File: config.mk
export PLATFORM = sky130hd
export DESIGN_NAME = gbf_wr_sched
export DESIGN_NICKNAME = d
export VERILOG_FILES = /design/src/rtl/ts3d_gbf_pkg.sv /design/src/rtl/gbf_wr_hdr_dec.sv /design/src/rtl/gbf_wr_sched.sv
export SDC_FILE = /design/constraint.sdc
export NUM_CORES = 1
export LEC_CHECK = 0
export CAP_MARGIN = 40
export CORE_ASPECT_RATIO = 0.5
export CORE_MARGIN = 2
export CORE_UTILIZATION = 45
export CTS_BUF_LIST = sky130_fd_sc_hd__clkbuf_16
export DETAILED_ROUTE_END_ITERATION = 10
export PLACE_DENSITY_LB_ADDON = 0.3
export SLEW_MARGIN = 25
export SYNTH_ARGS = -nofsm -noshare
export SYNTH_HDL_FRONTEND = slang
export SYNTH_SLANG_ARGS = --single-unit
File: constraint.sdc
create_clock -name clk -period 5.7 [get_ports clk]
set_input_delay 1.14 -clock clk [delete_from_list [all_inputs] [get_ports clk]]
set_output_delay 1.14 -clock clk [all_outputs]
set_load 0.02 [all_outputs]
File: src/rtl/ts3d_gbf_pkg.sv
// Shared definitions for the global-buffer write scheduler: target ids,
// header field positions and the scheduler FSM state type.
package ts3d_gbf_pkg;

    localparam int NUM_TGT = 5;
    localparam int TGT_W   = 3;

    localparam logic [TGT_W-1:0] WEI    = 3'd0;
    localparam logic [TGT_W-1:0] FLGWEI = 3'd1;
    localparam logic [TGT_W-1:0] ACT    = 3'd2;
    localparam logic [TGT_W-1:0] FLGACT = 3'd3;
    localparam logic [TGT_W-1:0] VNACT  = 3'd4;

    // Target id sits in the top TGT_W bits of the header word.
    localparam int HDR_LEN_LSB  = 32;
    localparam int HDR_ADDR_LSB = 0;

    typedef enum logic {
        HDR   = 1'b0,
        BURST = 1'b1
    } state_t;

    function automatic logic [NUM_TGT-1:0] tgt_onehot(input logic [TGT_W-1:0] tgt);
        logic [NUM_TGT-1:0] oh;
        oh = '0;
        for (int i = 0; i < NUM_TGT; i++) begin
            if (tgt == TGT_W'(i)) oh[i] = 1'b1;
        end
        return oh;
    endfunction

endpackage

File: src/rtl/gbf_wr_hdr_dec.sv
// Combinational header decoder: splits a header word into target, length and
// base address, and flags headers that name no target or carry zero length.
module gbf_wr_hdr_dec
    import ts3d_gbf_pkg::*;
#(
    parameter int DAT_WIDTH  = 64,
    parameter int ADDR_WIDTH = 12,
    parameter int LEN_WIDTH  = 13
) (
    input  logic [DAT_WIDTH-1:0]  hdr,
    output logic [TGT_W-1:0]      tgt,
    output logic [LEN_WIDTH-1:0]  len,
    output logic [ADDR_WIDTH-1:0] base,
    output logic                  valid
);

    // Only the three fields matter; the rest of the header word is reserved.
    logic unused_hdr;
    assign unused_hdr = ^hdr;

    assign tgt   = hdr[DAT_WIDTH-1 -: TGT_W];
    assign len   = hdr[HDR_LEN_LSB +: LEN_WIDTH];
    assign base  = hdr[HDR_ADDR_LSB +: ADDR_WIDTH];
    assign valid = (tgt <= VNACT) && (len != '0);

endmodule

File: src/rtl/gbf_wr_sched.sv
// Global-buffer write scheduler: turns a header+payload stream into one-hot
// buffer writes. Define GBF_WR_SCHED_STALL_CNT_EN to add the Stall_Cnt output.
module gbf_wr_sched
    import ts3d_gbf_pkg::*;
#(
    parameter int DAT_WIDTH  = 64,
    parameter int ADDR_WIDTH = 12,
    parameter int LEN_WIDTH  = 13
) (
    input  logic                  clk,
    input  logic                  rst_n,
    input  logic                  IF_Val,
    output logic                  IF_Rdy,
    input  logic [DAT_WIDTH-1:0]  IF_Dat,
    input  logic [NUM_TGT-1:0]    GBF_Val,
    output logic [NUM_TGT-1:0]    GBF_EnWr,
    output logic [ADDR_WIDTH-1:0] GBF_AddrWr,
    output logic [DAT_WIDTH-1:0]  GBF_DatWr,
    output logic                  Done,
`ifdef GBF_WR_SCHED_STALL_CNT_EN
    output logic [31:0]           Stall_Cnt,
`endif
    output logic                  Err
);

    state_t                state, state_nxt;
    logic [TGT_W-1:0]      tgt_q;
    logic [LEN_WIDTH-1:0]  rem_q;
    logic [ADDR_WIDTH-1:0] addr_q;

    logic [NUM_TGT-1:0]    en_q;
    logic [ADDR_WIDTH-1:0] addr_wr_q;
    logic [DAT_WIDTH-1:0]  dat_wr_q;
    logic                  done_q;
    logic                  err_q;

    logic [TGT_W-1:0]      dec_tgt;
    logic [LEN_WIDTH-1:0]  dec_len;
    logic [ADDR_WIDTH-1:0] dec_base;
    logic                  dec_valid;

    logic                  rdy;
    logic                  accept;
    logic                  tgt_ready;
    logic                  last_word;

    gbf_wr_hdr_dec #(
        .DAT_WIDTH  (DAT_WIDTH),
        .ADDR_WIDTH (ADDR_WIDTH),
        .LEN_WIDTH  (LEN_WIDTH)
    ) u_hdr_dec (
        .hdr   (IF_Dat),
        .tgt   (dec_tgt),
        .len   (dec_len),
        .base  (dec_base),
        .valid (dec_valid)
    );

    // Masking with the one-hot target makes the other GBF_Val bits irrelevant.
    assign tgt_ready = |(GBF_Val & tgt_onehot(tgt_q));
    assign last_word = (rem_q == LEN_WIDTH'(1));
    assign accept    = IF_Val && rdy;

    // NOTE: every always_comb output gets a default first so no path leaves
    // a signal unassigned, which would otherwise infer a latch.
    always_comb begin
        rdy       = 1'b0;
        state_nxt = state;
        if (!rst_n) begin
            unique case (state)
                HDR: begin
                    rdy = 1'b1;
                    if (IF_Val && dec_valid) state_nxt = BURST;
                end
                BURST: begin
                    rdy = tgt_ready;
                    if (IF_Val && tgt_ready && last_word) state_nxt = HDR;
                end
                default: state_nxt = HDR;
            endcase
        end
    end

    // NOTE: sequential state uses non-blocking assignments so every register
    // samples the pre-edge value of its sources, independent of block order.
    always_ff @(posedge clk) begin
        if (rst_n) state <= HDR;
        else       state <= state_nxt;
    end

    always_ff @(posedge clk) begin
        if (rst_n) begin
            tgt_q     <= '0;
            rem_q     <= '0;
            addr_q    <= '0;
            en_q      <= '0;
            addr_wr_q <= '0;
            dat_wr_q  <= '0;
            done_q    <= 1'b0;
            err_q     <= 1'b0;
        end else begin
            en_q   <= '0;
            done_q <= 1'b0;
            err_q  <= 1'b0;
            if (accept) begin
                if (state == HDR) begin
                    if (dec_valid) begin
                        tgt_q  <= dec_tgt;
                        rem_q  <= dec_len;
                        addr_q <= dec_base;
                    end else begin
                        err_q  <= 1'b1;
                    end
                end else begin
                    en_q      <= tgt_onehot(tgt_q);
                    addr_wr_q <= addr_q;
                    dat_wr_q  <= IF_Dat;
                    addr_q    <= addr_q + ADDR_WIDTH'(1);
                    rem_q     <= rem_q - LEN_WIDTH'(1);
                    done_q    <= last_word;
                end
            end
        end
    end

`ifdef GBF_WR_SCHED_STALL_CNT_EN
    logic [31:0] stall_q;

    always_ff @(posedge clk) begin
        if (rst_n) begin
            stall_q <= '0;
        end else if (state == BURST && IF_Val && !tgt_ready && stall_q != '1) begin
            stall_q <= stall_q + 32'd1;
        end
    end

    assign Stall_Cnt = stall_q;
`endif

    assign IF_Rdy     = rdy;
    assign GBF_EnWr   = en_q;
    assign GBF_AddrWr = addr_wr_q;
    assign GBF_DatWr  = dat_wr_q;
    assign Done       = done_q;
    assign Err        = err_q;

endmodule

== After elaboration in Yosys (flattened, before gate mapping) ==
Cells that the tools add are included.

* Flip-flop bits (word level): 112
* Input port bits: 72
* Output and inout bits: 84
* Logic and storage cells: 49

* Add/sub/neg operators: 2
* Magnitude comparators: 1
* Eq/ne operators: 5
* Multiplexer cells: 15
* Bitwise logic cells: 3
* Reduce and logical (&&, ||, !) cells: 14

{| class="wikitable"
|+ Operator list
! cell !! number
|-
| 13-bit two-way mux || 2
|-
| 12-bit two-way mux || 2
|-
| 13-bit by 1-bit == test with 1-bit output (second input constant) || 1
|-
| 13-bit nonzero test || 1
|-
| 13-bit by 1-bit subtractor with 13-bit output (second input constant) || 1
|-
| 12-bit by 1-bit adder with 12-bit output (second input constant) || 1
|-
| 1-bit two-way mux || 9
|-
| 3-bit by 2-bit == test with 1-bit output (second input constant) || 2
|-
| 3-bit OR reduction || 2
|-
| 5-bit bitwise AND || 1
|-
| 1-bit logical AND || 5
|-
| 5-bit OR reduction || 1
|-
| 1-bit case mux with 2 select lines || 2
|-
| 2-bit AND reduction || 2
|-
| 3-bit by 1-bit == test with 1-bit output (second input constant) || 1
|-
| 3-bit == test (second input constant) || 1
|-
| 3-bit <= comparator (second input constant) || 1
|-
| 3-bit zero test || 1
|-
| 3-bit AND reduction || 1
|-
| 1-bit NOT || 2
|-
| 2-bit nonzero test || 1
|}

== Longest topological paths before layout ==
* Word-level depth: 9
* Depth in mapped cells: 8
* Depth with buffers taken out: 7

== Cells and area by module ==
A second synthesis with hierarchy kept.

* Cells, all modules: 623
* Area total of the unflattened synthesis: 5215.0 µm²

{| class="wikitable"
|+ Modules (own cells, without submodules)
! module !! times used !! cells each !! area an instance (µm²) !! seq. area each (µm²)
|-
| gbf_wr_sched || 1 || 589 || 4962.3 || 2242.2
|-
| gbf_wr_hdr_dec || 1 || 34 || 252.7 || 0.0
|}

== Worst setup path before layout ==
No wires, ideal clock.

* Path kind: input to output
* From: input port GBF_Val[0]
* To: output port IF_Rdy
* Data arrival time: 2.068 ns
* Data required time: 4.560 ns
* Slack: 2.492 ns
* Stages on the path: 4
* Buffers on the path: 0
* Path through: or4b_1 o211ai_2 or2_2 and2_1

* Word-level cells in the longest chain between the ends: 4

{| class="wikitable"
|+ Ends and longest elaborated chain
! what !! RTL line !! text
|-
| start, declared || gbf_wr_sched.sv:15 || <nowiki>input logic [NUM_TGT-1:0] GBF_Val,</nowiki>
|-
| 5-bit bitwise AND || gbf_wr_sched.sv:60 || <nowiki>assign tgt_ready = |(GBF_Val & tgt_onehot(tgt_q));</nowiki>
|-
| 5-bit OR reduction || gbf_wr_sched.sv:60 ||
|-
| 1-bit case mux with 2 select lines || gbf_wr_sched.sv:70 || <nowiki>unique case (state)</nowiki>
|-
| 1-bit two-way mux || gbf_wr_sched.sv:69 || <nowiki>if (!rst_n) begin</nowiki>
|-
| end, declared || gbf_wr_sched.sv:13 || <nowiki>output logic IF_Rdy,</nowiki>
|}

Every way passes these cells.

== Worst setup path after layout ==
Ends and elaborated chain as after synthesis.

==> flow_summary.toml <==
[timing]
rsz0062_at_grt = "false"
post-route-period-util_pct = 74.6
final_max_slew_viol_count = 0
final_hold_viol_count = 0
max_freq_mhz = 235
fin_worst_skew_ns = 0.00523
worst_pin_slew_ns = 0.742
finalSetupTns_ns = 0
slew_headroom_pct = 50.0
period_minus_slack_ns = 4.25
hold_ws_ns = 0.493
setup_slack_ns = 1.45
finalSetupViolations = 0

[layout]
nets = 713
drive_above_1_share_pct = 4.04
syn_to_final_growth_pct = 40.5
multi_input_area_um2 = 2250
diodes = 0
layout.area.seq_um2 = 2240
fin_cells = 783
n_fill_cell = 897

[worst_setup_path]
required_ns = 4.56
worstSetupPathType = "in -> out"
max_stage_delay_ns = 0.61
path_max_fanout = 4
crit_path_end_kind = "primary output"
start_kind = "input port"
path_cells = "clkdlybuf4s50_1 -> or4b_1 -> o211ai_2 -> or2_2 -> and2_1 -> clkdlybuf4s50_1"
cpMostUsedCell = "clkdlybuf4s50_1"
arrival_ns = 3.11
cp_slowest_cell = "clkdlybuf4s50_1"

[clock_tree]
cts_buffers = 9
htree_levels = 3
clock_sinks = 112
clock_path_buffers = 2
clk-insertion-delay-late_ns = 0.34
clockRootBuffer = "clkbuf_16"
cts_tree = "done"
post_cts_buffers = 0
ctsResizeCount = 0
path_clk_slew_ns = 0.07
holdBufCountCts = 0

[route]
dr.pass1.iters = 4
wl_met3_um = 1140
route.met2.wl_um = 5050
drc = 0
drt-met1-wl_um = 5700
drt_iter0_markers = 228
routed_wl_um = 12000
topRoutingLayerUsed = "met4"
ant_nets = 0
viasPerCell = 5.29
drt-wirelength-per-cell_um = 15.3
vias = 4139

[power]
pwr-share-comb_pct = 17.1
power.leakage_uw = 0.00293
swShare_pct = 27.1
power_frac_seq_pct = 48.9
vdd_drop_max_v = 0.000150
p_int_uw = 1250
powerDensity_nw_per_um2 = 259
power_switching_uw = 466
power.total_uw = 1720
power_frac_clock_pct = 34.0

[grt]
grt_pass1_wl_um = 19500
overflow = 0
antenna_found_initial = 0
grt_max_degree = 83
grtUsageTotal_pct = 21.1
grt_pass1_vias = 3934

[placement]
pre_cts_slack_ns = 1.46
portBuffers = 155
dp_hpwl_um = 8150
globalplace.congestion = 0.856
place_inst = 765

[outcome]
status = "complete, no violations"

[yosys]
synth.area.top_cells = "dfxtp_1 (47%), mux2i_1 (18%), nor2_1 (7.1%), a21oi_1 (2.4%), o311ai_0 (2.0%)"
synth_flop_cell = "dfxtp_1"
synth_top_area_share_pct = 47.4
synth_area_um2 = 4730
netlist_instances = 502
yosysWarnings = 0
synth.most_common_cell = "dfxtp_1"
synth_area_per_cell_um2 = 9.42
yosysTopAreaCell = "dfxtp_1"
syn_nets = 577
yosysSeqAreaShare_pct = 47.4
ys_seq_elements = 112
ys_types = 45
ys_async_sr_fraction_pct = 0
synth_edf_count = 0
synth_top_cells_by_count = "dfxtp_1 (112), nor2_1 (90), mux2i_1 (85)"

[worst_hold_path]
hold_path.class = "reg -> reg"

[die]
pin_count = 156
rows = 26
die_w_um = 149
die_y_um = 76.5
initial_core_util_pct = 46.3
dieArea_um2 = 11400
core_um2 = 10200

[run]
cap_violations = 0
## flip-flops by register name, indices dropped and copies added (netlist names)
name and flops:
GBF_DatWr 64, rem_q 13, GBF_AddrWr 12, addr_q 12, GBF_EnWr 5, tgt_q 3
Done 1, Err 1, state 1
## power by group through the flow
stage               sequential (µW)  combinational [µW]  clock (µW)
finish                          841                 293         585
global route                    845                 320         632
CTS                             840                 291         602
detailed placement              858                 289           0
global placement                857                 281           0
floorplan                       870                 154           0
## final timing paths
kind                 startpoint       endpoint  slack [ns]  cells past startpoint
setup / recovery     GBF_Val[0]         IF_Rdy        1.45                      6
hold / removal    GBF_DatWr[58]  GBF_DatWr[58]        0.49                      2
setup reg to reg       tgt_q[2]       rem_q[9]        3.22                      5
hold reg to reg   GBF_DatWr[58]  GBF_DatWr[58]        0.49                      2
## final cells by class
cell class	count	area share, %
clock buffer	9	3.39
clock inverter	7	0.715
inverter	15	0.847
multi-input combinational	338	33.9
sequential	112	33.7
tap	140	2.64
timing repair buffer	162	24.8
## worst max-delay path, delay by kind of cell
kind | cells | cell delay, ns
AND/OR/NAND/NOR | 3 | 0.78
buffers and inverters | 2 | 1.06
AO/OA/AOI/OAI | 1 | 0.13
## metal layers
layer,vias to the layer above,GRT usage (%)
met5,-,0
met4,0,4.48
met3,6,8.26
met2,142,31.3
met1,1928,28.9
li1,2063,-
## stage by stage
step                      instance area [µm²]  utilization [%]
after floorplan                          4730                -
after global placement                   6310             61.8
after detailed placement                 6350             62.2
after CTS                                6620             64.8
after global routing                     6650             65.1
final                                    6650             65.1
## layout by cell type (no fill, tap or decap), types with 10 or more instances in the layout
cell / n
o311ai_0: 11
nor2_1: 90
o21ai_0: 15
and3_1: 10
mux2i_1: 85
dfxtp_1: 112
clkdlybuf4s50_1: 154
nand2_1: 13
nor4_1: 11
inv_1: 15
a21oi_1: 23
## cell families (layout without fill, tap and decap cells)
kind of cell | count (synthesis) | in the layout | share of synthesized area, %
DFF | 112 | 112 | 47.4
muxes | 85 | 85 | 18.0
AOI/OAI and AO/OA | 90 | 90 | 13.1
adders and majority gates | 3 | 3 | 0.794
buffers and inverters | 52 | 193 | 5.02
and+or+nand+nor | 160 | 160 | 15.7
Power figures use the tool's default switching activity.
